[config.mk]
export PLATFORM = sky130hd
export DESIGN_NAME = pwm_cfg_sequencer
export DESIGN_NICKNAME = d
export VERILOG_FILES = /design/src/rtl/pwm_cfg_sequencer.sv
export SDC_FILE = /design/constraint.sdc
export NUM_CORES = 1
export LEC_CHECK = 0
export BUFFER_PORTS_ARGS = -buffer_cell sky130_fd_sc_hd__buf_2
export CORE_MARGIN = 5
export CORE_UTILIZATION = 50
export CTS_CLUSTER_DIAMETER = 150
export DETAILED_ROUTE_END_ITERATION = 16
export PLACE_DENSITY = 0.76
export SYNTH_ARGS = -nofsm -noshare
export SYNTH_HDL_FRONTEND = slang
export SYNTH_SLANG_ARGS = --single-unit
export TNS_END_PERCENT = 5
[constraint.sdc]
create_clock -name clk -period 2.35 [get_ports clk]
set_input_delay 0.1175 -clock clk [delete_from_list [all_inputs] [get_ports clk]]
set_output_delay 0.1175 -clock clk [all_outputs]
set_load 0.005 [all_outputs]
[src/rtl/pwm_cfg_sequencer.sv]
// pwm_cfg_sequencer: prescaled period counter with double-buffered PWM configuration applied at period wrap
module pwm_cfg_sequencer (
  input  logic        clk,
  input  logic        rst_n,
  input  logic        en,
  input  logic        cfg_wr,
  input  logic [15:0] cfg_period,
  input  logic [15:0] cfg_compare1,
  input  logic [15:0] cfg_compare2,
  input  logic [7:0]  cfg_functions,
  input  logic [7:0]  cfg_prescale,
  output logic        pwm_en,
  output logic [15:0] period,
  output logic [15:0] compare1,
  output logic [15:0] compare2,
  output logic [7:0]  functions,
  output logic [15:0] count_val,
  output logic        period_end,
  output logic        cfg_pending,
  output logic        cfg_ack
);
  typedef enum logic {IDLE, RUN} state_t;
  typedef struct packed {
    logic [15:0] period;
    logic [15:0] compare1;
    logic [15:0] compare2;
    logic [7:0]  functions;
    logic [7:0]  prescale;
  } cfg_t;
  state_t state, state_nx;
  cfg_t shadow, active, cfg_in;
  logic [7:0] pre_cnt;
  logic tick, wrap;
  assign cfg_in = {cfg_period, cfg_compare1, cfg_compare2, cfg_functions, cfg_prescale};
  assign tick = pre_cnt == active.prescale;
  assign wrap = tick && count_val >= active.period;
  assign pwm_en = state == RUN;
  assign period = active.period;
  assign compare1 = active.compare1;
  assign compare2 = active.compare2;
  assign functions = active.functions;
  always_comb begin
    state_nx = state;
    state_nx = en ? RUN : IDLE;
  end
  always_ff @(posedge clk or negedge rst_n)
    if (!rst_n) state <= IDLE;
    else state <= state_nx;
  always_ff @(posedge clk or negedge rst_n) begin
    if (!rst_n) begin
      shadow <= '0;
      active <= '0;
      pre_cnt <= '0;
      count_val <= '0;
      period_end <= 1'b0;
      cfg_pending <= 1'b0;
      cfg_ack <= 1'b0;
    end else begin
      period_end <= 1'b0;
      cfg_ack <= 1'b0;
      if (state == IDLE || !en) begin
        pre_cnt <= '0;
        count_val <= '0;
        cfg_pending <= 1'b0;
        if (cfg_wr) begin
          shadow <= cfg_in;
          active <= cfg_in;
          cfg_ack <= 1'b1;
        end else if (cfg_pending) begin
          active <= shadow;
          cfg_ack <= 1'b1;
        end
      end else begin
        pre_cnt <= tick ? '0 : pre_cnt + 8'd1;
        if (tick) count_val <= wrap ? '0 : count_val + 16'd1;
        period_end <= wrap;
        if (cfg_wr) shadow <= cfg_in;
        cfg_pending <= cfg_wr || (cfg_pending && !wrap);
        if (wrap && cfg_pending) begin
          active <= shadow;
          cfg_ack <= 1'b1;
        end
      end
    end
  end
endmodule

**After elaboration in Yosys (flattened, before gate mapping)**

Index checks and enable logic that the tools add are counted.

- Output and inout port bits: 76
- Input port bits: 68
- Register bits: 156
- Word-level logic and storage cells: 48

- Bitwise gates (word level): 1
- Eq/ne operators: 2
- Multiplexer cells: 16
- Add/sub/neg operators: 2
- Reductions and logical operators: 10
- Magnitude comparators: 1

Operator list:

| cell | count |
|---|---|
| 2-to-1 mux 64 bit | 4 |
| 2-to-1 mux 16 bit | 3 |
| adder 16 x 1 -> 16 bit, second input constant | 1 |
| >= comparator 16 bit | 1 |
| 2-to-1 mux 8 bit | 2 |
| adder 8 x 1 -> 8 bit, second input constant | 1 |
| == test 8 bit | 1 |
| 2-to-1 mux 1 bit | 7 |
| nonzero test 2 bit | 2 |
| logical AND 1 bit | 3 |
| != test 3 bit, second input constant | 1 |
| logical NOT 1 bit | 2 |
| logical OR 1 bit | 2 |
| AND reduction 2 bit | 1 |
| NOT 1 bit | 1 |

**Depth between registers and ports, before layout**

- Depth in word-level cells: 6
- Depth in mapped cells: 9
- Mapped depth without buffers: 7

**Worst setup path before layout**

No wires, ideal clock.

- Path type: register to register
- Start: register count_val[0]
- End: register active, in the netlist compare1[0]
- Data required time: 2.225 ns
- Library setup time: 0.125 ns
- Slack: -0.174 ns
- Stages on the path, launching flop included: 10
- Period minus slack after synthesis: 2.524 ns
- Arrival: 2.399 ns
- Path buffers: 2
- Cell sequence: dfrtp_1 inv_1 ha_1 nand2b_1 a2111o_1 a32oi_4 a311oi_1 buf_4 buf_6 mux2_4

- Cells in the longest elaborated chain, start to end: 5

RTL lines:

| what | line | source |
|---|---|---|
| from (decl) | 17 | `output logic [15:0] count_val,` |
| from (signal assigned) | 75 | `if (tick) count_val <= wrap ? '0 : count_val + 16'd1;` |
| >= comparator 16 bit | 36 | `assign wrap = tick && count_val >= active.period;` |
| logical AND 1 bit | 36 |  |
| logical AND 1 bit | 79 | `if (wrap && cfg_pending) begin` |
| nonzero test 2 bit (no source line) | -- |  |
| AND reduction 2 bit (no source line) | -- |  |
| to (signal assigned) | 67 | `active <= cfg_in;` |
| to (signal assigned) | 70 | `active <= shadow;` |
| to (signal assigned) | 80 | `active <= shadow;` |
| to (decl) | 31 | `cfg_t shadow, active, cfg_in;` |

No other way between the ends.
A chain may end at the register's enable or synchronous reset.

**Worst setup path after layout**

- Start: register count_val[14]
- End: register active, in the netlist compare2[2]

The elaborated chain is that of the path after synthesis.

==> impl_metrics.toml <==
[run_status]
status = "finished with violations"
violations = "negative setup slack"

[routing]
via_per_inst = 5.27
dr.pass1.iters = 5
post_drt_wl_per_cell_um = 18.8
drt-initial-drc-count = 275
ant_nets = 0
vias = 5542
finalWirelength_mm = 19.8
drc = 0

[floorplanning]
die_w_um = 136
ios = 144
die_h_um = 136
initial_utilization_pct = 50.2
row_count = 46
core_sq_um = 15700
dieArea_sq_um = 18400

[clock_network]
ctsLongestPathBuffers = 2
cts-root-buf = "clkbuf_16"
ctsHtreeMaxLevel = 4
clk_latency_ns = 0.43
clk_pin_slew_worst_paths_ns = 0.07
cts-buffers-inserted = 17
cts_num_sinks = 156
cts_tree = "built"

[timing]
post-route-period-util_pct = 105
finalClockSkew_ns = 0.0109
slew_headroom_pct = 37.9
rsz0062_at_grt = "yes"
whs_ns = 0.219
fin_tns_setup_ns = -4.43
fin_ws_ns = -0.120
max_freq_mhz = 405
tightest_slew_ns = 0.931
hold_viol = 0
finalSetupViolCount = 60
finalCriticalPeriod_ns = 2.47
drv_slew = 0

[power_and_ir_drop]
swShare_pct = 27.6
internal_power_mw = 5.69
vdd.ir_drop.worst_v = 0.000532
clockPowerShare_pct = 33.7
p_leak_nw = 4.74
p_sw_mw = 2.17
p_comb_share_pct = 23.5
seqPwrFrac_pct = 42.8
power_density_nw_per_um2 = 760

[place]
io_buffers = 143
dpl-instance-area_sq_um = 8860
gp_congestion = 0.870
hpwlAfterDp_mm = 12.6

[worst_hold_path]
hold_class = "primary input to async pin"

[global_routing]
grt_pass1_wl_mm = 31.5
grt.busiest_layer = "met2"
grt_use_met3_pct = 5.31
grt_use_met1_pct = 24.7
grt_pass1_vias = 6202
grt.overflow.total = 0
grt_antenna_before_repair = 1
grtUsageTotal_pct = 22.0
grt_max_degree = 67
grtUsageMet2_pct = 39.8

[synth]
ys_seq_area_share_pct = 49.5
synth_flop_cell = "dfrtp_1"
synth-edff-count = 0
yosys_register_bits = 156
synth_cells = 609
synth_nets = 695
synth-async-reset-ratio_pct = 100
syn-cell-area_sq_um = 7890
ys_types = 40
yosysWarningCount = 0
syn_area_per_cell_sq_um = 13.0

[finish]
drive_above_1_share_pct = 50.9
postLayoutCellArea_sq_um = 10300
final_common_cell = "dfrtp_1"
nFillCells = 1128
synthToLayoutAreaGrowth_pct = 30.9
fin_nets = 906
layout_common_cells = "154 x dfrtp_1, 142 x buf_2, 113 x mux2_2"

[run]
maxCapViolations = 0

[setup_path]
worstSetupPathType = "flop to flop"
critPathLaunchType = "flop"
r2r_slack_ns = -0.12
worstReg2RegStart = "count_val[14]"
required_ns = 2.66
path_max_fanout = 12
critPathLaunch = "count_val[14]"
end_kind = "flop"
cp.arrival_ns = 2.78
path summary, 6_finish.rpt:
check | depth (start not counted) | to
worst min register to register | 1 | shadow[6]
worst min-delay path | 2 | shadow[59]
min in group clk | 2 | pwm_en
worst max-delay path | 9 | compare2[2]
worst max register to register | 9 | compare2[2]
max in group asynchronous | 3 | functions[4]
Yosys cell counts (4+ instances only):
library cell,n,area (sq um)
dfrtp_1,156,3900
mux2_2,123,1390
buf_4,58,435
mux2_4,34,510
mux2i_1,30,300
inv_1,19,71.3
nand2_1,19,71.3
ha_1,18,225
nand3_1,15,75.1
clkbuf_1,14,52.6
nor2_1,13,48.8
nand4_1,12,75.1
o21ai_0,12,60.1
a211oi_1,10,75.1
xnor2_1,9,78.8
a21oi_1,6,30.0
or3_1,6,37.5
mux2_1,5,56.3
or4_1,5,37.5
xor2_1,5,43.8
and2_1,4,25.0
buf_6,4,45.0
o31ai_1,4,30.0
registers in the layout, indices dropped and copies added (netlist names):
| name | flops |
|---|---|
| pre_cnt | 8 |
| functions | 8 |
| period | 16 |
| cfg_ack | 1 |
| compare2 | 16 |
| active | 8 |
| compare1 | 16 |
| cfg_pending | 1 |
| count_val | 16 |
| pwm_en | 1 |
| shadow | 64 |
| period_end | 1 |
power by group through the flow:
stage	clock (mW)	sequential [mW]	combinational, mW
after floorplan	0	3.30	1.26
after global routing	2.82	3.40	2.00
final	2.65	3.36	1.85
after global placement	0	3.36	1.55
after CTS	2.69	3.35	1.74
after detailed placement	0	3.39	1.61
cell type report:
cell class,count,area (sq um),share of cell area [%]
Sequential cell,156,3910,37.8
Tap cell,216,270,2.62
Antenna cell,2,5.00,0.0484
Clock inverter,14,136,1.32
Timing Repair Buffer,273,1970,19.1
Multi-Input combinational cell,353,3540,34.3
Clock buffer,18,429,4.15
Inverter,19,71.3,0.690
stage by stage:
| step | instances | setup slack, ns | power (mW) | util [%] |
|---|---|---|---|---|
| final | 1051 | -0.120 | 7.85 | 65.8 |
| after CTS | 1043 | -0.114 | 7.78 | 64.7 |
| after detailed placement | 943 | -0.237 | 4.99 | 56.4 |
| after global placement | 943 | -0.103 | 4.90 | 56.4 |
| after floorplan | 609 | -0.0313 | 4.56 | - |
| after global routing | 1050 | -0.209 | 8.22 | 65.7 |
worst max-delay path, cell delays in order (launching register included):
cell and delay, ns:
dfrtp_1 0.41, ha_4 0.29, nand4_1 0.20, buf_6 0.20, nor2_2 0.14, a32oi_4 0.08
a311oi_4 0.33, buf_6 0.21, buf_12 0.17, mux2_4 0.31
logic make-up after synthesis:
family / after synthesis / synth area share, %
AOI/OAI and AO/OA: 41 / 3.68
adders and majority gates: 18 / 2.85
DFF: 156 / 49.5
and+or+nand+nor: 88 / 5.98
muxes: 192 / 28.5
buffers and inverters: 100 / 7.94
xor gates and xnor gates: 14 / 1.55
what timing repair did:
action	4_1_cts	5_1_grt
pin swaps	4	3
hold endpoints to repair	121	0
setup endpoints to repair	75	72
gates cloned	0	1
resized for setup	13	23
buffers inserted	2	5
hold buffers	66	0
metal layers:
metal	share of wire (%)	vias to the layer above
met1	39	2775
met4	2.9	0
li1	-	2544
met2	54	170
met5	0	-
met3	4.6	53
Power figures use the tool's default switching activity.
